File: src/rtl/wdt_pkg.sv
// Shared types, defaults and sizing helper for the watchdog reset sequencer.
//   wdt_state_e : sequencer FSM states
//   WDT_*       : default clock rate, timeout and pulse/cooldown lengths
//   WDT_CNT_W   : bits needed to count 0..n-1 (at least 1)
package wdt_pkg;

  typedef enum logic [1:0] {
    IDLE     = 2'd0,
    MONITOR  = 2'd1,
    RESET    = 2'd2,
    COOLDOWN = 2'd3
  } wdt_state_e;

  localparam int unsigned WDT_CLOCK_FREQ   = 100_000_000;
  localparam int unsigned WDT_TIMEOUT_SEC  = 5;
  localparam int unsigned WDT_RESET_CYC    = 5;
  localparam int unsigned WDT_COOLDOWN_CYC = 16;

  function automatic int unsigned WDT_CNT_W(input int unsigned n);
    return (n < 2) ? 1 : $clog2(n);
  endfunction

endpackage

File: src/rtl/wdt_src_counter.sv
// Per-source heartbeat timeout counter.
//   clk, rst   : clock, synchronous active-high reset
//   hold       : 1 = not monitoring, counter forced to 0, no expiry
//   enable     : source enabled; a disabled source is held at 0
//   clear      : heartbeat kick, counter returns to 0
//   expire     : pulse, counter reaches TIMEOUT_CYC-1 with no kick this cycle
//   warn_hit   : enabled counter at or past the warning threshold
module wdt_src_counter
  import wdt_pkg::*;
#(
  parameter int unsigned TIMEOUT_CYC = 20,
  parameter int unsigned WARN_CYC    = 5
) (
  input  logic clk,
  input  logic rst,
  input  logic hold,
  input  logic enable,
  input  logic clear,
  output logic expire,
  output logic warn_hit
);

  localparam int unsigned CW      = WDT_CNT_W(TIMEOUT_CYC);
  localparam logic [CW-1:0] LAST  = CW'(TIMEOUT_CYC - 1);
  localparam int unsigned WARN_AT = TIMEOUT_CYC - WARN_CYC;

  logic [CW-1:0] cnt_q;
  logic          at_last;

  assign at_last  = (cnt_q == LAST);
  assign expire   = !hold && enable && !clear && at_last;
  assign warn_hit = enable && (32'(cnt_q) >= WARN_AT);

  // Wrapping to 0 on expiry is harmless: the sequencer holds every counter
  // for the whole reset/cooldown window that follows.
  always_ff @(posedge clk) begin
    if (rst || hold || !enable || clear || at_last) begin
      cnt_q <= '0;
    end else begin
      cnt_q <= cnt_q + 1'b1;
    end
  end

endmodule

File: src/rtl/watchdog_reset_sequencer.sv
// Multi-source watchdog: on any source timeout it drives a fixed reset pulse,
// then a cooldown window, and records which sources expired.
//   clk, rst      : clock, synchronous active-high reset
//   arm           : level, monitoring enabled
//   src_enable    : per-source enable
//   heartbeat     : per-source kick
//   clear_status  : pulse, clears timeout_src / timeout_count
//   reset_signal  : registered reset pulse (RESET_CYC cycles)
//   warn          : registered early warning, MONITOR only
//   busy          : high in RESET or COOLDOWN
//   timeout_src   : mask of sources behind the last expiry
//   timeout_count : saturating expiry count
module watchdog_reset_sequencer
  import wdt_pkg::*;
#(
  parameter int unsigned NUM_SRC      = 4,
  parameter int unsigned CLOCK_FREQ   = WDT_CLOCK_FREQ,
  parameter int unsigned TIMEOUT_CYC  = CLOCK_FREQ * WDT_TIMEOUT_SEC,
  parameter int unsigned WARN_CYC     = CLOCK_FREQ,
  parameter int unsigned RESET_CYC    = WDT_RESET_CYC,
  parameter int unsigned COOLDOWN_CYC = WDT_COOLDOWN_CYC
) (
  input  logic               clk,
  input  logic               rst,
  input  logic               arm,
  input  logic [NUM_SRC-1:0] src_enable,
  input  logic [NUM_SRC-1:0] heartbeat,
  input  logic               clear_status,
  output logic               reset_signal,
  output logic               warn,
  output logic               busy,
  output logic [NUM_SRC-1:0] timeout_src,
  output logic [7:0]         timeout_count
);

  localparam int unsigned DUR_MAX = (RESET_CYC > COOLDOWN_CYC) ? RESET_CYC : COOLDOWN_CYC;
  localparam int unsigned DW      = WDT_CNT_W(DUR_MAX + 1);

  wdt_state_e        state_q, state_d;
  logic [DW-1:0]     dur_q, dur_d;
  logic              monitoring;
  logic              any_expire;
  logic [NUM_SRC-1:0] expire;
  logic [NUM_SRC-1:0] warn_hit;

  // Disarming in MONITOR discards same-cycle expiries, so arm gates the counters.
  assign monitoring = (state_q == MONITOR) && arm;
  assign any_expire = |expire;

  for (genvar i = 0; i < NUM_SRC; i++) begin : g_src
    wdt_src_counter #(
      .TIMEOUT_CYC (TIMEOUT_CYC),
      .WARN_CYC    (WARN_CYC)
    ) u_cnt (
      .clk      (clk),
      .rst      (rst),
      .hold     (!monitoring),
      .enable   (src_enable[i]),
      .clear    (heartbeat[i]),
      .expire   (expire[i]),
      .warn_hit (warn_hit[i])
    );
  end

  always_comb begin
    state_d = state_q;
    dur_d   = dur_q;
    unique case (state_q)
      IDLE: begin
        if (arm) state_d = MONITOR;
      end
      MONITOR: begin
        if (!arm) begin
          state_d = IDLE;
        end else if (any_expire) begin
          state_d = RESET;
          dur_d   = DW'(RESET_CYC);
        end
      end
      RESET: begin
        if (dur_q == DW'(1)) begin
          state_d = COOLDOWN;
          dur_d   = DW'(COOLDOWN_CYC);
        end else begin
          dur_d = dur_q - 1'b1;
        end
      end
      COOLDOWN: begin
        if (dur_q == DW'(1)) begin
          state_d = arm ? MONITOR : IDLE;
        end else begin
          dur_d = dur_q - 1'b1;
        end
      end
      default: state_d = IDLE;
    endcase
  end

  // Outputs are registered from next-state so they line up with the state.
  always_ff @(posedge clk) begin
    if (rst) begin
      state_q       <= IDLE;
      dur_q         <= '0;
      reset_signal  <= 1'b0;
      warn          <= 1'b0;
      busy          <= 1'b0;
      timeout_src   <= '0;
      timeout_count <= '0;
    end else begin
      state_q      <= state_d;
      dur_q        <= dur_d;
      reset_signal <= (state_d == RESET);
      busy         <= (state_d == RESET) || (state_d == COOLDOWN);
      warn         <= monitoring && !any_expire && (|warn_hit);
      if (monitoring && any_expire) begin
        // A coincident clear restarts the count at this expiry.
        timeout_src <= expire;
        if (clear_status) begin
          timeout_count <= 8'd1;
        end else if (timeout_count != 8'hff) begin
          timeout_count <= timeout_count + 8'd1;
        end
      end else if (clear_status) begin
        timeout_src   <= '0;
        timeout_count <= '0;
      end
    end
  end

endmodule

File: config.mk
export PLATFORM = sky130hd
export DESIGN_NAME = watchdog_reset_sequencer
export DESIGN_NICKNAME = d
export VERILOG_FILES = /design/src/rtl/wdt_pkg.sv /design/src/rtl/wdt_src_counter.sv /design/src/rtl/watchdog_reset_sequencer.sv
export SDC_FILE = /design/constraint.sdc
export NUM_CORES = 1
export LEC_CHECK = 0
export BUFFER_PORTS_ARGS = -buffer_cell sky130_fd_sc_hd__buf_2
export CAP_MARGIN = 0
export CELL_PAD_IN_SITES_DETAIL_PLACEMENT = 1
export CELL_PAD_IN_SITES_GLOBAL_PLACEMENT = 2
export CORE_MARGIN = 8
export CORE_UTILIZATION = 41
export CTS_CLUSTER_SIZE = 10
export DETAILED_ROUTE_END_ITERATION = 8
export PLACE_DENSITY = 0.86
export SYNTH_ARGS = -nofsm -noshare
export SYNTH_HDL_FRONTEND = slang
export SYNTH_SLANG_ARGS = --single-unit
File: constraint.sdc
create_clock -name clk -period 5.29 [get_ports clk]
set_clock_uncertainty 0.05 [all_clocks]
set_input_delay 0.529 -clock clk [delete_from_list [all_inputs] [get_ports clk]]
set_output_delay 0.529 -clock clk [all_outputs]
set_load 0.01 [all_outputs]
Yosys cells after proc, flatten, opt, wreduce, memory -nomap -nowiden

Index checks and enable logic that the tools add are counted.

Input bits: 12
Word-level logic and storage cells: 105
Output and inout port bits: 15
Flip-flop bits (word level): 138

Reductions and logical operators: 52
$add $sub $neg: 6
Order comparisons: 4
Multiplexer cells: 18
Equality and inequality tests: 14

Operators with widths:

| cell                                                                   | count |
|---|---|
| 29-bit by 1-bit adder with 29-bit output (second input constant)       | 4 |
| 29-bit equality test (second input constant)                           | 4 |
| 29-bit greater-or-equal comparator (second input constant)             | 4 |
| 8-bit 2-to-1 mux                                                       | 4 |
| 1-bit logical AND                                                      | 20 |
| 5-bit 2-to-1 mux                                                       | 4 |
| 5-bit case mux with 3 select lines                                     | 1 |
| 1-bit logical OR                                                       | 14 |
| 1-bit zero test                                                        | 10 |
| 2-bit 2-to-1 mux                                                       | 5 |
| 8-bit by 1-bit adder with 8-bit output (second input constant)         | 1 |
| 2-bit equality test (second input constant)                            | 4 |
| 4-bit 2-to-1 mux                                                       | 2 |
| 8-bit inequality test (second input constant)                          | 1 |
| 2-bit case mux with 4 select lines                                     | 1 |
| 4-bit OR reduction                                                     | 2 |
| 2-bit inequality test (second input constant)                          | 3 |
| 5-bit by 1-bit equality test with 1-bit output (second input constant) | 1 |
| 5-bit by 1-bit subtractor with 5-bit output (second input constant)    | 1 |
| 4-bit AND reduction                                                    | 1 |
| 2-bit nonzero test                                                     | 2 |
| 3-bit nonzero test                                                     | 1 |
| 2-bit by 1-bit equality test with 1-bit output (second input constant) | 1 |
| 2-bit zero test                                                        | 1 |
| other kinds (2)                                                        | 2 |

Depth between registers and ports, before layout

Depth after elaboration: 11
Mapped depth: 11
Depth with buffers taken out: 8

Hierarchy

From an unflattened synthesis, not the netlist that was laid out.

Cells, all modules: 955
Area total of the unflattened synthesis: 7803.7 um^2

Modules (own cells, without submodules):

| module                   | cells each | times used | sequential area each (um^2) | area an instance (um^2) |
|---|---|---|---|---|
| wdt_src_counter          | 204        | 4          | 580.6                       | 1641.6 |
| watchdog_reset_sequencer | 139        | 1          | 440.4                       | 1237.4 |

Worst setup path after synthesis

No wires, ideal clock.

Path type: register to register
Start point: register g_src[2].u_cnt.cnt_q[0]
End point: register timeout_count[3]
Slack: 2.380 ns
Path buffers: 1
Setup time: 0.070 ns
Cell stages (with the launch flop): 9
Clock period less this slack: 2.910 ns
Data required time: 5.170 ns
Arrival time: 2.790 ns
Cells stage by stage: dfxtp_1 > ha_1 > nand4_1 > or4_1 > or4_4 > and4_4 > buf_6 > or4_1 > a21oi_1

Cells in the longest elaborated chain, start to end: 6
Elaborated cells on any way between the ends: 7
Classes of those cells: 1 x eq/ne; 1 x mux; 5 x reduce/logical

RTL lines:

| what                          | line                            | RTL |
|---|---|---|
| from (decl)                   | wdt_src_counter.sv:27           | `logic [CW-1:0] cnt_q;` |
| from (signal assigned)        | wdt_src_counter.sv:40           | `cnt_q <= cnt_q + 1'b1;` |
| 29-bit equality test *        | wdt_src_counter.sv:30           | `assign at_last = (cnt_q == LAST);` |
| 1-bit logical AND *           | wdt_src_counter.sv:31           | `assign expire = !hold && enable && !clear && at_last;` |
| 4-bit OR reduction *          | watchdog_reset_sequencer.sv:48  | `assign any_expire = \|expire;` |
| 1-bit logical AND *           | watchdog_reset_sequencer.sv:115 | `if (monitoring && any_expire) begin` |
| 2-bit nonzero test (no line)  | n/a                             |  |
| 2-bit AND reduction (no line) | n/a                             |  |
| to (signal assigned)          | watchdog_reset_sequencer.sv:121 | `timeout_count <= timeout_count + 8'd1;` |
| to (decl)                     | watchdog_reset_sequencer.sv:33  | `output logic [7:0] timeout_count` |

Every way passes the cells marked *; elsewhere a longest branch is shown, timed or not.
A chain may end at the register's enable or synchronous reset.

Final worst setup path

Start point: register g_src[2].u_cnt.cnt_q[0]
End point: register timeout_count[4]

The elaborated chain is that of the path after synthesis.

==> results.sh <==
export IMPL_initialDrtViolationCount=199
export IMPL_async_flop_share_pct=0
export IMPL_worst_pin_slew_ns=1.15
export IMPL_r2r_end="timeout_count[4]"
export IMPL_dp_hpwl_um=11500
export IMPL_synth_edf_count=0
export IMPL_grt_max_degree=30
export IMPL_die_y_um=143
export IMPL_holdPathEnd="timeout_src[3]"
export IMPL_rows=46
export IMPL_drive_gt1_share_pct=9.17
export IMPL_status="finished, final reports clean"
export IMPL_finish_utilization_pct=47.6
export IMPL_syn_to_final_growth_pct=13.9
export IMPL_synth_distinct_cells=59
export IMPL_rr_worst_depth=7
export IMPL_grt_pass1_wl_um=27500
export IMPL_hold_depth=3
export IMPL_routed_via_count=5542
export IMPL_post_cts_resized=0
export IMPL_hold_start="clear_status"
export IMPL_syn_num_nets=811
export IMPL_synthTopCellsByCount="148 x nor2_1, 138 x dfxtp_1, 59 x xor2_1"
export IMPL_synthesis_area_mm2=0.00661
export IMPL_holdBufCountCts=0
export IMPL_fillers=1929
export IMPL_required_ns=5.55
export IMPL_cts_tree="built"
export IMPL_cp_start_kind="flip-flop"
export IMPL_yosysTopAreaCell="dfxtp_1"
export IMPL_synth_compound_area_share_pct=7.08
export IMPL_ys_seq_area_share_pct=41.8
export IMPL_gp_congestion=0.834
export IMPL_timing_reg2reg_setup_slack_ns=1.94
export IMPL_timing_final_hold_violations=0
export IMPL_drt_first_pass_iters=4
export IMPL_drt_wl_total_um=15900
export IMPL_ys_seq_elements=138
export IMPL_syn_inst=784
export IMPL_clockBufferDepth=2
export IMPL_leakage_nw=2.40
export IMPL_ys_warn_count=0
export IMPL_numPortBuffers=26
export IMPL_synth_area_top_cells="dfxtp_1 42%, nor2_1 8.4%, xor2_1 7.8%"
export IMPL_rsz0062_at_grt="no"
export IMPL_grt_pass1_vias=5701
export IMPL_nets=833
export IMPL_powerDensity_mw_per_mm2=337
export IMPL_final_antenna_net_count=0
export IMPL_die_w_um=143
export IMPL_grt_total_usage_pct=16.6
export IMPL_root_buffer="clkbuf_16"
export IMPL_core_area_mm2=0.0158
export IMPL_synth_top_family_by_area="simple AND/OR/NAND/NOR gates"
export IMPL_fin_crit_sh_pct=63.2
export IMPL_clock_latency_ns=0.42
export IMPL_timing_rr_start="g_src[2].u_cnt.cnt_q[0]"
export IMPL_antenna_found_initial=0
export IMPL_yosys_area_share_simple_pct=31.3
export IMPL_period_needed_ns=3.35
export IMPL_power_mw=2.54
export IMPL_top_level_ports=27
export IMPL_start_util_pct=41.8
export IMPL_drc=0
export IMPL_fmax_mhz=299
export IMPL_cts_buffers=17
export IMPL_cap_violations=0
export IMPL_path_class="reg -> reg"
export IMPL_stdcell_count=1034
export IMPL_slew_headroom_pct=23.5
export IMPL_dp_cells=1003
export IMPL_setup_viol=0
export IMPL_maxSlewViolCount=0
export IMPL_syn_avg_cell_area_um2=8.43
export IMPL_finalSetupTns_ns=0
export IMPL_post_cts_setup_buffer_count=0
export IMPL_grt_remaining_overflow=0
export IMPL_synth_xor_area_share_pct=13.4
export IMPL_synth_main_ff_cell="dfxtp_1"
export IMPL_synth_most_common_cell="nor2_1"
export IMPL_worstSetupEndpointType="flip-flop"
export IMPL_synth_top_area_share_pct=41.8
export IMPL_wl_per_cell_um=15.4
export IMPL_routed_via_density=5.36
export IMPL_die_area_mm2=0.0204
export IMPL_muxShareOfSynthArea_pct=0.643
export IMPL_htree_levels=4
export IMPL_antennaDiodeCount=0
export IMPL_synthAdderAreaFrac_pct=2.84
export IMPL_cts_sinks=138
export IMPL_fin_hold_ws_ns=0.426
export IMPL_hp_class="in -> reg"
export IMPL_path_clk_slew_ns=0.05
export IMPL_irDropWorstVdd_mv=0.225
export IMPL_crit_fanout=7
export IMPL_worstPathArrival_ns=3.60
==> logic make-up (layout without fill, tap and decap cells) <==
logic type,after synthesis,in the layout
AND/OR/NAND/NOR,404,404
buffers and inverters,51,85
multiplexers,4,4
XOR/XNOR,101,101
adder cells (fa/ha/maj),15,15
AO/OA/AOI/OAI,71,71
flip-flops,138,138
==> per-layer routing <==
layer | global-route usage (%) | vias to the layer above | part of all wire [%]
li1 | - | 2751 | -
met1 | 19.7 | 2728 | 47
met2 | 28.6 | 42 | 50
met3 | 4.17 | 21 | 2.3
met4 | 5.54 | 0 | 1.4
met5 | 0 | - | 0
==> metrics by stage <==
step           setup slack (ns)  instance area, um^2
2_1_floorplan              2.38                 6610
3_3_place_gp               2.06                 6950
3_5_place_dp               1.93                 6950
4_1_cts                    1.89                 7530
5_1_grt                    1.74                 7530
6_report                   1.94                 7530
==> where the power goes <==
part	total [mW]	internal, mW	switching [mW]
clock network	1.17	0.738	0.428
logic	0.279	0.111	0.169
registers	1.09	1.07	0.0246
==> state kept, by name, summed over array words and instances, names as in the netlist <==
| name | cells |
|---|---|
| busy | 1 |
| dur_q | 5 |
| g_src.u_cnt.cnt_q | 116 |
| reset_signal | 1 |
| state_q | 2 |
| timeout_count | 8 |
| timeout_src | 4 |
| warn | 1 |
==> layout make-up <==
type                            count  area [um^2]  area share, %
Sequential cell                   138         2760           36.7
Inverter                           26         97.6           1.30
Tap cell                          216          270           3.59
Clock inverter                      7         90.1           1.20
Timing Repair Buffer               28          145           1.93
Multi-Input combinational cell    595         3670           48.8
Clock buffer                       24          492           6.53
==> layout by cell type (no fill, tap or decap), types with 3 or more instances in the layout <==
cell type,count
dfxtp_1,138
nor4_1,9
nand4_1,24
nand3_1,52
nor2b_1,5
nor2_1,148
nor4bb_1,3
or2_2,6
nor3b_1,4
or3_1,7
a21oi_1,25
xor2_1,59
inv_1,26
nor4b_1,10
nor3_1,16
and3_1,21
o32ai_1,3
clkbuf_1,3
ha_1,15
o21a_1,5
and4_1,13
or4_1,6
buf_2,26
xnor2_1,42
clkbuf_16,17
nand2b_1,4
nand3b_1,6
nand2_1,54
o21ai_0,11
and2_1,3
clkbuf_8,4
clkinv_2,3
==> worst max-delay path: stages, from the launching register on <==
cell	delay, ns
dfxtp_1	0.40
ha_1	0.23
nand4_1	0.23
or4_1	0.66
or4_4	0.58
a41oi_1	0.65
nand2_1	0.14
mux2_2	0.29
==> how the worst max path moves through the flow <==
stage / startpoint / to / cells after the start
floorplan: g_src[2].u_cnt.cnt_q[0] / timeout_count[3] / 8
global placement: g_src[2].u_cnt.cnt_q[0] / timeout_count[4] / 7
detailed placement: g_src[2].u_cnt.cnt_q[0] / timeout_count[4] / 7
CTS: g_src[2].u_cnt.cnt_q[0] / timeout_count[4] / 7
global route: g_src[2].u_cnt.cnt_q[0] / timeout_count[4] / 7
finish: g_src[2].u_cnt.cnt_q[0] / timeout_count[4] / 7
No activity file was read; power rests on OpenSTA's default activity.
